$ cat src/rtl/speed_sample_scheduler.sv
// speed_sample_scheduler: periodic coherent angle capture with round-robin delta streaming
module speed_sample_scheduler #(
    parameter int N_CH = 4,
    parameter int PERIOD_W = 20
) (
    input  logic                    clk,
    input  logic                    reset,
    input  logic                    enable,
    input  logic [PERIOD_W-1:0]     period,
    input  logic [N_CH*32-1:0]      angle,
    output logic [31:0]             omega,
    output logic [$clog2(N_CH)-1:0] omega_ch,
    output logic                    omega_valid,
    input  logic                    omega_ready,
    output logic                    sample_tick,
    output logic                    overrun,
    input  logic                    overrun_clr
);
    localparam int CW = $clog2(N_CH);
    localparam logic [CW-1:0] LAST = CW'(N_CH - 1);
    typedef enum logic {IDLE, EMIT} state_t;
    state_t state, state_nx;
    logic [PERIOD_W-1:0] cnt;
    logic [CW-1:0] ch;
    logic primed;
    logic xfer;
    logic [31:0] snap [N_CH];
    logic [31:0] prev [N_CH];
    // tick decode and handshake qualifier
    always_comb begin
        sample_tick = enable && (cnt >= period);
        xfer = omega_valid && omega_ready;
    end
    // period counter: parked at zero while disabled, restarts on every tick
    always_ff @(posedge clk)
        cnt <= (reset || !enable || sample_tick) ? '0 : cnt + PERIOD_W'(1);
    // state register
    always_ff @(posedge clk)
        state <= reset ? IDLE : state_nx;
    // next state: a primed tick starts a round, the last accepted beat ends it
    always_comb begin
        state_nx = state;
        if (state == IDLE && sample_tick && primed)
            state_nx = EMIT;
        else if (state == EMIT && xfer && ch == LAST)
            state_nx = IDLE;
    end
    // outputs: shared subtractor on the current channel, zeroed when not valid
    always_comb begin
        omega_valid = state == EMIT;
        omega_ch = omega_valid ? ch : '0;
        omega = omega_valid ? snap[ch] - prev[ch] : '0;
    end
    // datapath: priming, coherent snapshot, per-channel prev update, sticky overrun
    always_ff @(posedge clk) begin
        if (reset) begin
            primed <= 1'b0;
            ch <= '0;
            overrun <= 1'b0;
            for (int k = 0; k < N_CH; k++) begin
                snap[k] <= '0;
                prev[k] <= '0;
            end
        end else begin
            if (!enable)
                primed <= 1'b0;
            else if (state == IDLE && sample_tick)
                primed <= 1'b1;
            if (state == IDLE && sample_tick && !primed)
                for (int k = 0; k < N_CH; k++)
                    prev[k] <= angle[32*k +: 32];
            if (state == IDLE && sample_tick && primed) begin
                for (int k = 0; k < N_CH; k++)
                    snap[k] <= angle[32*k +: 32];
                ch <= '0;
            end
            if (xfer) begin
                prev[ch] <= snap[ch];
                if (ch != LAST)
                    ch <= ch + CW'(1);
            end
            overrun <= (sample_tick && state == EMIT) || (overrun && !overrun_clr);
        end
    end
endmodule

$ cat config.mk
export PLATFORM = sky130hd
export DESIGN_NAME = speed_sample_scheduler
export DESIGN_NICKNAME = d
export VERILOG_FILES = /design/src/rtl/speed_sample_scheduler.sv
export SDC_FILE = /design/constraint.sdc
export NUM_CORES = 1
export LEC_CHECK = 0
export ABC_CLOCK_PERIOD_IN_PS = 4970
export CAP_MARGIN = 40
export CORE_UTILIZATION = 52
export CTS_BUF_LIST = sky130_fd_sc_hd__clkbuf_8
export CTS_CLUSTER_DIAMETER = 30
export DETAILED_ROUTE_END_ITERATION = 12
export PLACE_DENSITY_LB_ADDON = 0.12
export SLEW_MARGIN = 20
export SYNTH_ARGS = -nofsm -noshare
export SYNTH_HDL_FRONTEND = slang
export SYNTH_SLANG_ARGS = --single-unit
$ cat constraint.sdc
create_clock -name clk -period 4.97 [get_ports clk]
set_clock_uncertainty 0.05 [all_clocks]
set_input_delay 0.994 -clock clk [delete_from_list [all_inputs] [get_ports clk]]
set_output_delay 0.994 -clock clk [all_outputs]
set_load 0.03 [all_outputs]
==> impl_metrics.env, run 1 <==
export IMPL_ys_seq_elements=281
export IMPL_drc_errors=0
export IMPL_setup_ws_ns=-0.112
export IMPL_power_w=0.00572
export IMPL_clock_sinks=281
export IMPL_place_area_mm2=0.0177
export IMPL_synth_flop_cell="edfxtp_1"
export IMPL_route_vias_total=10600
export IMPL_setup_viol=5
export IMPL_sequentialPowerShare=0.465
export IMPL_fmax_ghz=0.197
export IMPL_slew_violations=0
export IMPL_grt_pass1_vias=10700
export IMPL_synth_area_per_cell_um2=13.3
export IMPL_cts_tree="built"
export IMPL_initial_utilization=0.529
export IMPL_gp_congestion=0.897
export IMPL_io_buffers=189
export IMPL_fin_nets=1623
export IMPL_ys_types=65
export IMPL_grt_antenna_before_repair=0
export IMPL_peakVddDrop_mv=0.190
export IMPL_dieArea_mm2=0.0299
export IMPL_finalHoldViolCount=0
export IMPL_num_rows=62
export IMPL_clock_path_buffers=3
export IMPL_clock_power_share=0.442
export IMPL_drt_first_iter_violations=805
export IMPL_setup_tns_final_ns=-0.320
export IMPL_tightest_slew_ns=0.629
export IMPL_critPathMaxFanout=7
export IMPL_hold_path_class="register to register"
export IMPL_status="finished with violations"
export IMPL_fin_util=0.692
export IMPL_fin_crit_ns=5.08
export IMPL_ys_seq_area_frac=0.539
export IMPL_core_mm2=0.0287
export IMPL_maxCapViolations=0
export IMPL_via_per_inst=5.77
export IMPL_grt_pass1_wl_um=57900
export IMPL_root_buffer="clkbuf_8"
export IMPL_timing_hold_ws_ns=0.438
export IMPL_ctsHoldBuffers=0
export IMPL_insertedDiodeCount=0
export IMPL_syn_inst=1139
export IMPL_clk_pin_slew_ns=0.05
export IMPL_crit_type="register to primary output"
export IMPL_ant_nets=0
export IMPL_cts_buffers=59
export IMPL_grt_max_degree=74
export IMPL_h_tree_depth=2
export IMPL_clk_latency_ns=0.58
export IMPL_netlist_area_mm2=0.0152
export IMPL_die_w_um=173
export IMPL_period_share=1.02
export IMPL_violations="setup timing"
export IMPL_internal_power_w=0.00441
export IMPL_drtPass1Iterations=5
export IMPL_arrival_ns=4.04
export IMPL_syn2layout_area_growth_pct=30.8
export IMPL_design_area_mm2=0.0199
export IMPL_grt_overflow=0
export IMPL_worstSetupStartpointType="register"
export IMPL_die_h_um=173
export IMPL_netSwitchingPower_w=0.00132
export IMPL_dp_hpwl_um=24900
export IMPL_endpoint_kind="primary output"
export IMPL_p_leak_nw=7.63
export IMPL_slew_headroom=0.580
export IMPL_synth_edf_count=256
export IMPL_crit_required_ns=3.93
export IMPL_rsz0062_at_grt="true"
export IMPL_wl_per_cell_um=20.4
export IMPL_wl_um=37600
export IMPL_power_density_mw_per_mm2=288
export IMPL_layout_drive_gt1_share=0.254
export IMPL_ios=190
export IMPL_yosys_warnings=0
export IMPL_synth_nets=1349
export IMPL_async_reset_ff_frac=0
export IMPL_comb_power_share=0.093
export IMPL_grt_total_usage=0.252
export IMPL_p_sw_frac=0.230
-- area by class of cell --
class                           count  area (µm²)
Timing Repair Buffer              282        2900
Inverter                           61         229
Clock buffer                       63         867
Sequential cell                   281        8190
Tap cell                          384         480
Fill cell                        2054        8850
Clock inverter                     42         368
Multi-Input combinational cell    728        6810
-- cell usage in the layout (no fill, tap or decap), types with 5 or more instances in the layout --
master / netlist / layout
o21ai_0: 16 / 9
bufinv_16: 0 / 6
and3_1: 10 / 9
inv_2: 0 / 6
inv_1: 61 / 59
clkinvlp_4: 0 / 7
nor2b_1: 9 / 9
o21a_1: 5 / 5
a21oi_1: 33 / 21
buf_4: 1 / 88
ha_1: 56 / 36
clkdlybuf4s50_1: 0 / 163
mux4_2: 64 / 64
a22o_1: 128 / 128
nor2_1: 46 / 43
buf_12: 11 / 19
buf_16: 0 / 6
buf_6: 3 / 5
clkinv_2: 0 / 17
nand4_1: 9 / 9
a21oi_2: 0 / 11
ha_4: 0 / 18
clkbuf_8: 0 / 63
xor2_1: 21 / 21
clkinv_1: 0 / 7
nand2b_1: 14 / 11
mux2i_1: 11 / 6
dfxtp_1: 25 / 22
a21o_1: 21 / 21
xnor2_1: 15 / 14
edfxtp_1: 256 / 256
and2_1: 153 / 151
nand2_1: 43 / 41
nand3_1: 16 / 16
-- synth_stat cells (all sizes together), types with 2 or more instances --
master  number  area, µm²
a211oi       5       42.5
a21boi       3       22.5
a21o        21        158
a21oi       33        165
a221oi       2       30.0
a22o       128       1120
a31o         3       26.3
a31oi        2       12.5
a41oi        2       17.5
and2       153        957
and3        10       62.6
buf         32        337
clkbuf      37        143
dfxtp       25        500
edfxtp     256       7690
ha          56        701
inv         61        229
mux2i       11        110
mux4        64       1440
nand2       43        161
nand2b      14       87.6
nand3       16       80.1
nand3b       3       22.5
nand4        9       56.3
nor2        46        173
nor2b        9       56.3
nor3         6       35.0
o211ai       2       20.0
o21a         6       46.3
o21ai       16       80.1
o31a         2       26.3
o31ai        3       22.5
o41ai        2       17.5
or2          4       25.0
xnor2       15        131
xor2        21        184
-- worst max-delay path, stage by stage, from the launching register on --
cell and delay [ns]:
dfxtp_4 0.39, buf_12 0.16, buf_6 0.10, mux4_2 0.57, ha_4 0.28, a21o_1 0.19, a221oi_4 0.34, a2bb2oi_4 0.26
a31oi_4 0.12, a31o_4 0.27, a211oi_4 0.30, mux2i_4 0.33, buf_12 0.15
-- stage by stage --
stage          cells  setup WS [ns]
2_1_floorplan   1139        0.00738
3_3_place_gp    1687          0.229
3_5_place_dp    1689          0.149
4_1_cts         1814         -0.159
5_1_grt         1841         -0.255
6_report        1841         -0.112
-- cells by family (layout without fill, tap and decap cells) --
| kind of cell | after synthesis | in the layout | synth area share |
|---|---|---|---|
| simple gates | 317 | 317 | 0.116 |
| mux | 76 | 76 | 0.103 |
| buf+inv | 130 | 448 | 0.0466 |
| xor+xnor | 36 | 36 | 0.0208 |
| fa+ha+maj | 57 | 57 | 0.0475 |
| flops | 281 | 281 | 0.539 |
| compound gates | 242 | 242 | 0.127 |
-- path summary, 6_finish.rpt --
kind                            depth (start not counted)  startpoint  slack (ns)         end
worst min-delay path                                    1      cnt[0]        0.44      cnt[0]
worst max-delay path                                   12       ch[0]       -0.11   omega[26]
worst max register to register                         10      cnt[0]        1.72  snap[2][8]
worst min register to register                          1      cnt[0]        0.44      cnt[0]
-- power by group through the flow --
| stage | Clock [W] | Combinational [W] | Sequential, W |
|---|---|---|---|
| global placement | 0 | 0.000448 | 0.00271 |
| global route | 0.00268 | 0.000568 | 0.00267 |
| detailed placement | 0 | 0.000451 | 0.00271 |
| finish | 0.00253 | 0.000531 | 0.00266 |
| CTS | 0.00257 | 0.000489 | 0.00266 |
| floorplan | 0 | 0.000215 | 0.00270 |
-- routing by layer --
layer,part of all wire,GRT usage
met3,0.067,0.0440
met5,0,0
met2,0.49,0.412
met4,0.031,0.101
met1,0.42,0.335
-- registers in the layout, summed over array words and instances (netlist names) --
| signal | count |
|---|---|
| ch | 2 |
| prev | 128 |
| primed | 1 |
| overrun | 1 |
| omega_valid | 1 |
| cnt | 20 |
| snap | 128 |
-- timing repair --
item,in CTS,in global routing
buffers inserted,17,27
pin swaps,12,29
gates resized for setup,50,48
setup endpoints to repair,19,19
cloned,3,0
(Power assumes the default switching activity.)
==> run 2, diff against run 1 <==
- ABC_CLOCK_PERIOD_IN_PS: 4970 -> 6000
- CORE_UTILIZATION: 52 -> 62
- clock period: 4.97 -> 6 ns (I/O delays scaled with it)
==> run 2 against run 1 <==
Net effect:
- the run now ends clean
- setup slack better by 0.37 ns
- cell count down 7.4%
- via count down 0.96%
- total power down 19%
- non-clock buffer count down 66
- sequential power down 17%
- critical path depth down 1
- die area down 16%
- critical endpoint unchanged
==> impl_metrics.env, run 2 (same netlist as run 1, synthesis figures left out) <==
export IMPL_status="finished clean"
export IMPL_ios=190
export IMPL_fin_nets=1553
export IMPL_path_cells="buf_4 -> mux4_2 -> fa_1 -> a21o_1 -> a221oi_4 -> a2bb2oi_2 -> a31oi_1 -> a31o_2 -> a211oi_2 -> mux2i_1 -> buf_4"
export IMPL_place_area_mm2=0.0172
export IMPL_grt_pass1_wl_um=55000
export IMPL_die_h_um=158
export IMPL_cp_top_family="compound AO/OA/AOI/OAI gates"
export IMPL_cts_tree="built"
export IMPL_drtPass1Iterations=7
export IMPL_via_per_inst=6.18
export IMPL_crit_required_ns=4.75
export IMPL_clock_path_buffers=3
export IMPL_grt_overflow=0
export IMPL_rsz0062_at_grt="false"
export IMPL_num_rows=56
export IMPL_ant_nets=0
export IMPL_crit_type="register to primary output"
export IMPL_finalHoldViolCount=0
export IMPL_worstSetupStartpointType="register"
export IMPL_clk_pin_slew_ns=0.06
export IMPL_grt_max_degree=77
export IMPL_power_density_mw_per_mm2=251
export IMPL_layout_drive_gt1_share=0.149
export IMPL_grt_antenna_before_repair=0
export IMPL_ctsHoldBuffers=0
export IMPL_final_common_cell="edfxtp_1"
export IMPL_insertedDiodeCount=0
export IMPL_design_area_mm2=0.0185
export IMPL_fin_crit_ns=5.74
export IMPL_p_leak_nw=7.20
export IMPL_drt_first_iter_violations=869
export IMPL_hold_path_class="register to register"
export IMPL_slew_violations=0
export IMPL_wl_um=36400
export IMPL_timing_hold_ws_ns=0.431
export IMPL_fmax_ghz=0.174
export IMPL_critPathMaxFanout=14
export IMPL_die_w_um=158
export IMPL_maxCapViolations=0
export IMPL_root_buffer="clkbuf_8"
export IMPL_dp_hpwl_um=23500
export IMPL_wl_per_cell_um=21.4
export IMPL_gp_congestion=0.883
export IMPL_clock_sinks=281
export IMPL_cts_buffers=55
export IMPL_io_buffers=189
export IMPL_initial_utilization=0.639
export IMPL_dieArea_mm2=0.0251
export IMPL_final_cell_mix="edfxtp_1 (256), clkdlybuf4s50_1 (175), and2_1 (153)"
export IMPL_critical_path_max_stage_delay_ns=0.55
export IMPL_core_mm2=0.0238
export IMPL_endpoint_kind="primary output"
export IMPL_clk_latency_ns=0.58
export IMPL_peakVddDrop_mv=0.192
export IMPL_worst_path_most_repeated_cell="buf_4"
export IMPL_setup_tns_final_ns=0
export IMPL_drc_errors=0
export IMPL_arrival_ns=4.49
export IMPL_slew_headroom=0.430
export IMPL_top_regs="prev: 128 flops, snap: 128 flops, cnt: 20 flops"
export IMPL_grt_pass1_vias=10300
export IMPL_slowest_stage="dfxtp_2"
export IMPL_tightest_slew_ns=0.855
export IMPL_crit_buf_inv=2
export IMPL_grt_total_usage=0.293
export IMPL_h_tree_depth=2
export IMPL_setup_viol=0
export IMPL_route_vias_total=10500
export IMPL_syn2layout_area_growth_pct=21.6
export IMPL_period_share=0.957
-- run 2: cell types whose count changed in the layout (fill, tap and decap cells not counted), sizes merged --
cell | previous run | this run
inv | 65 | 75
clkdlybuf4s50 | 163 | 175
buf | 118 | 35
dlymetal6s2s | 0 | 2
clkinv | 25 | 16
clkinvlp | 7 | 4
clkbuf | 63 | 58
dlygate4sd2 | 1 | 3
bufinv | 6 | 8
-- run 2: path summary, 6_finish.rpt --
| path | from | endpoint | slack [ns] | depth (start not counted) |
|---|---|---|---|---|
| min reg2reg | cnt[0] | cnt[0] | 0.43 | 1 |
| min | cnt[0] | cnt[0] | 0.43 | 1 |
| max reg2reg | cnt[0] | snap[1][23] | 2.41 | 10 |
| max | ch[1] | omega[26] | 0.26 | 11 |
-- run 2: what timing repair did --
action,4_1_cts,5_1_grt
setup endpoints to repair,5,9
pin swaps,0,0
setup buffers,0,4
gates resized for setup,5,6
-- run 2: metrics by stage --
stage	setup WS (ns)	total power, W	utilization	instances
floorplan	0.555	0.00242	-	1139
CTS	0.0291	0.00465	0.775	1700
global placement	0.479	0.00259	0.724	1600
finish	0.259	0.00464	0.778	1704
detailed placement	0.375	0.00260	0.725	1601
global route	0.0776	0.00477	0.778	1704
-- run 2: where the power goes --
group | internal (W) | total (W) | switching [W] | leakage [nW]
Sequential | 0.00219 | 0.00221 | 0.0000172 | 2.85
Combinational | 0.000179 | 0.000366 | 0.000187 | 3.70
Clock | 0.00123 | 0.00207 | 0.000837 | 0.646
Total | 0.00360 | 0.00464 | 0.00104 | 7.20
-- run 2: cell type report --
| class | count | area, µm² |
|---|---|---|
| Sequential cell | 281 | 8190 |
| Fill cell | 1446 | 5280 |
| Timing Repair Buffer | 216 | 2120 |
| Clock buffer | 57 | 785 |
| Tap cell | 319 | 399 |
| Inverter | 61 | 229 |
| Clock inverter | 42 | 404 |
| Multi-Input combinational cell | 728 | 6340 |
-- run 2: metal layers --
layer	GRT usage	routed length (µm)	share of wire	up-vias
met5	0	0	0	-
met4	0.0865	661	0.018	0
met3	0.0512	2900	0.080	56
met2	0.494	18200	0.50	497
met1	0.391	14700	0.40	5215
li1	-	-	-	4756
-- run 2: worst reg2reg max path, delay by kind of cell (launching register included) --
kind | cells | cell delay, ns
AND/OR/NAND/NOR | 3 | 1.01
AO/OA/AOI/OAI | 4 | 0.89
flip-flops | 1 | 0.39
buffers and inverters | 2 | 0.61
adder cells (fa/ha/maj) | 1 | 0.28
==> run 3, diff against run 2 <==
- SLEW_MARGIN: 20 -> default
==> results of run 3 <==
No change in the layout: final DEF, timing and power equal those of run 2.
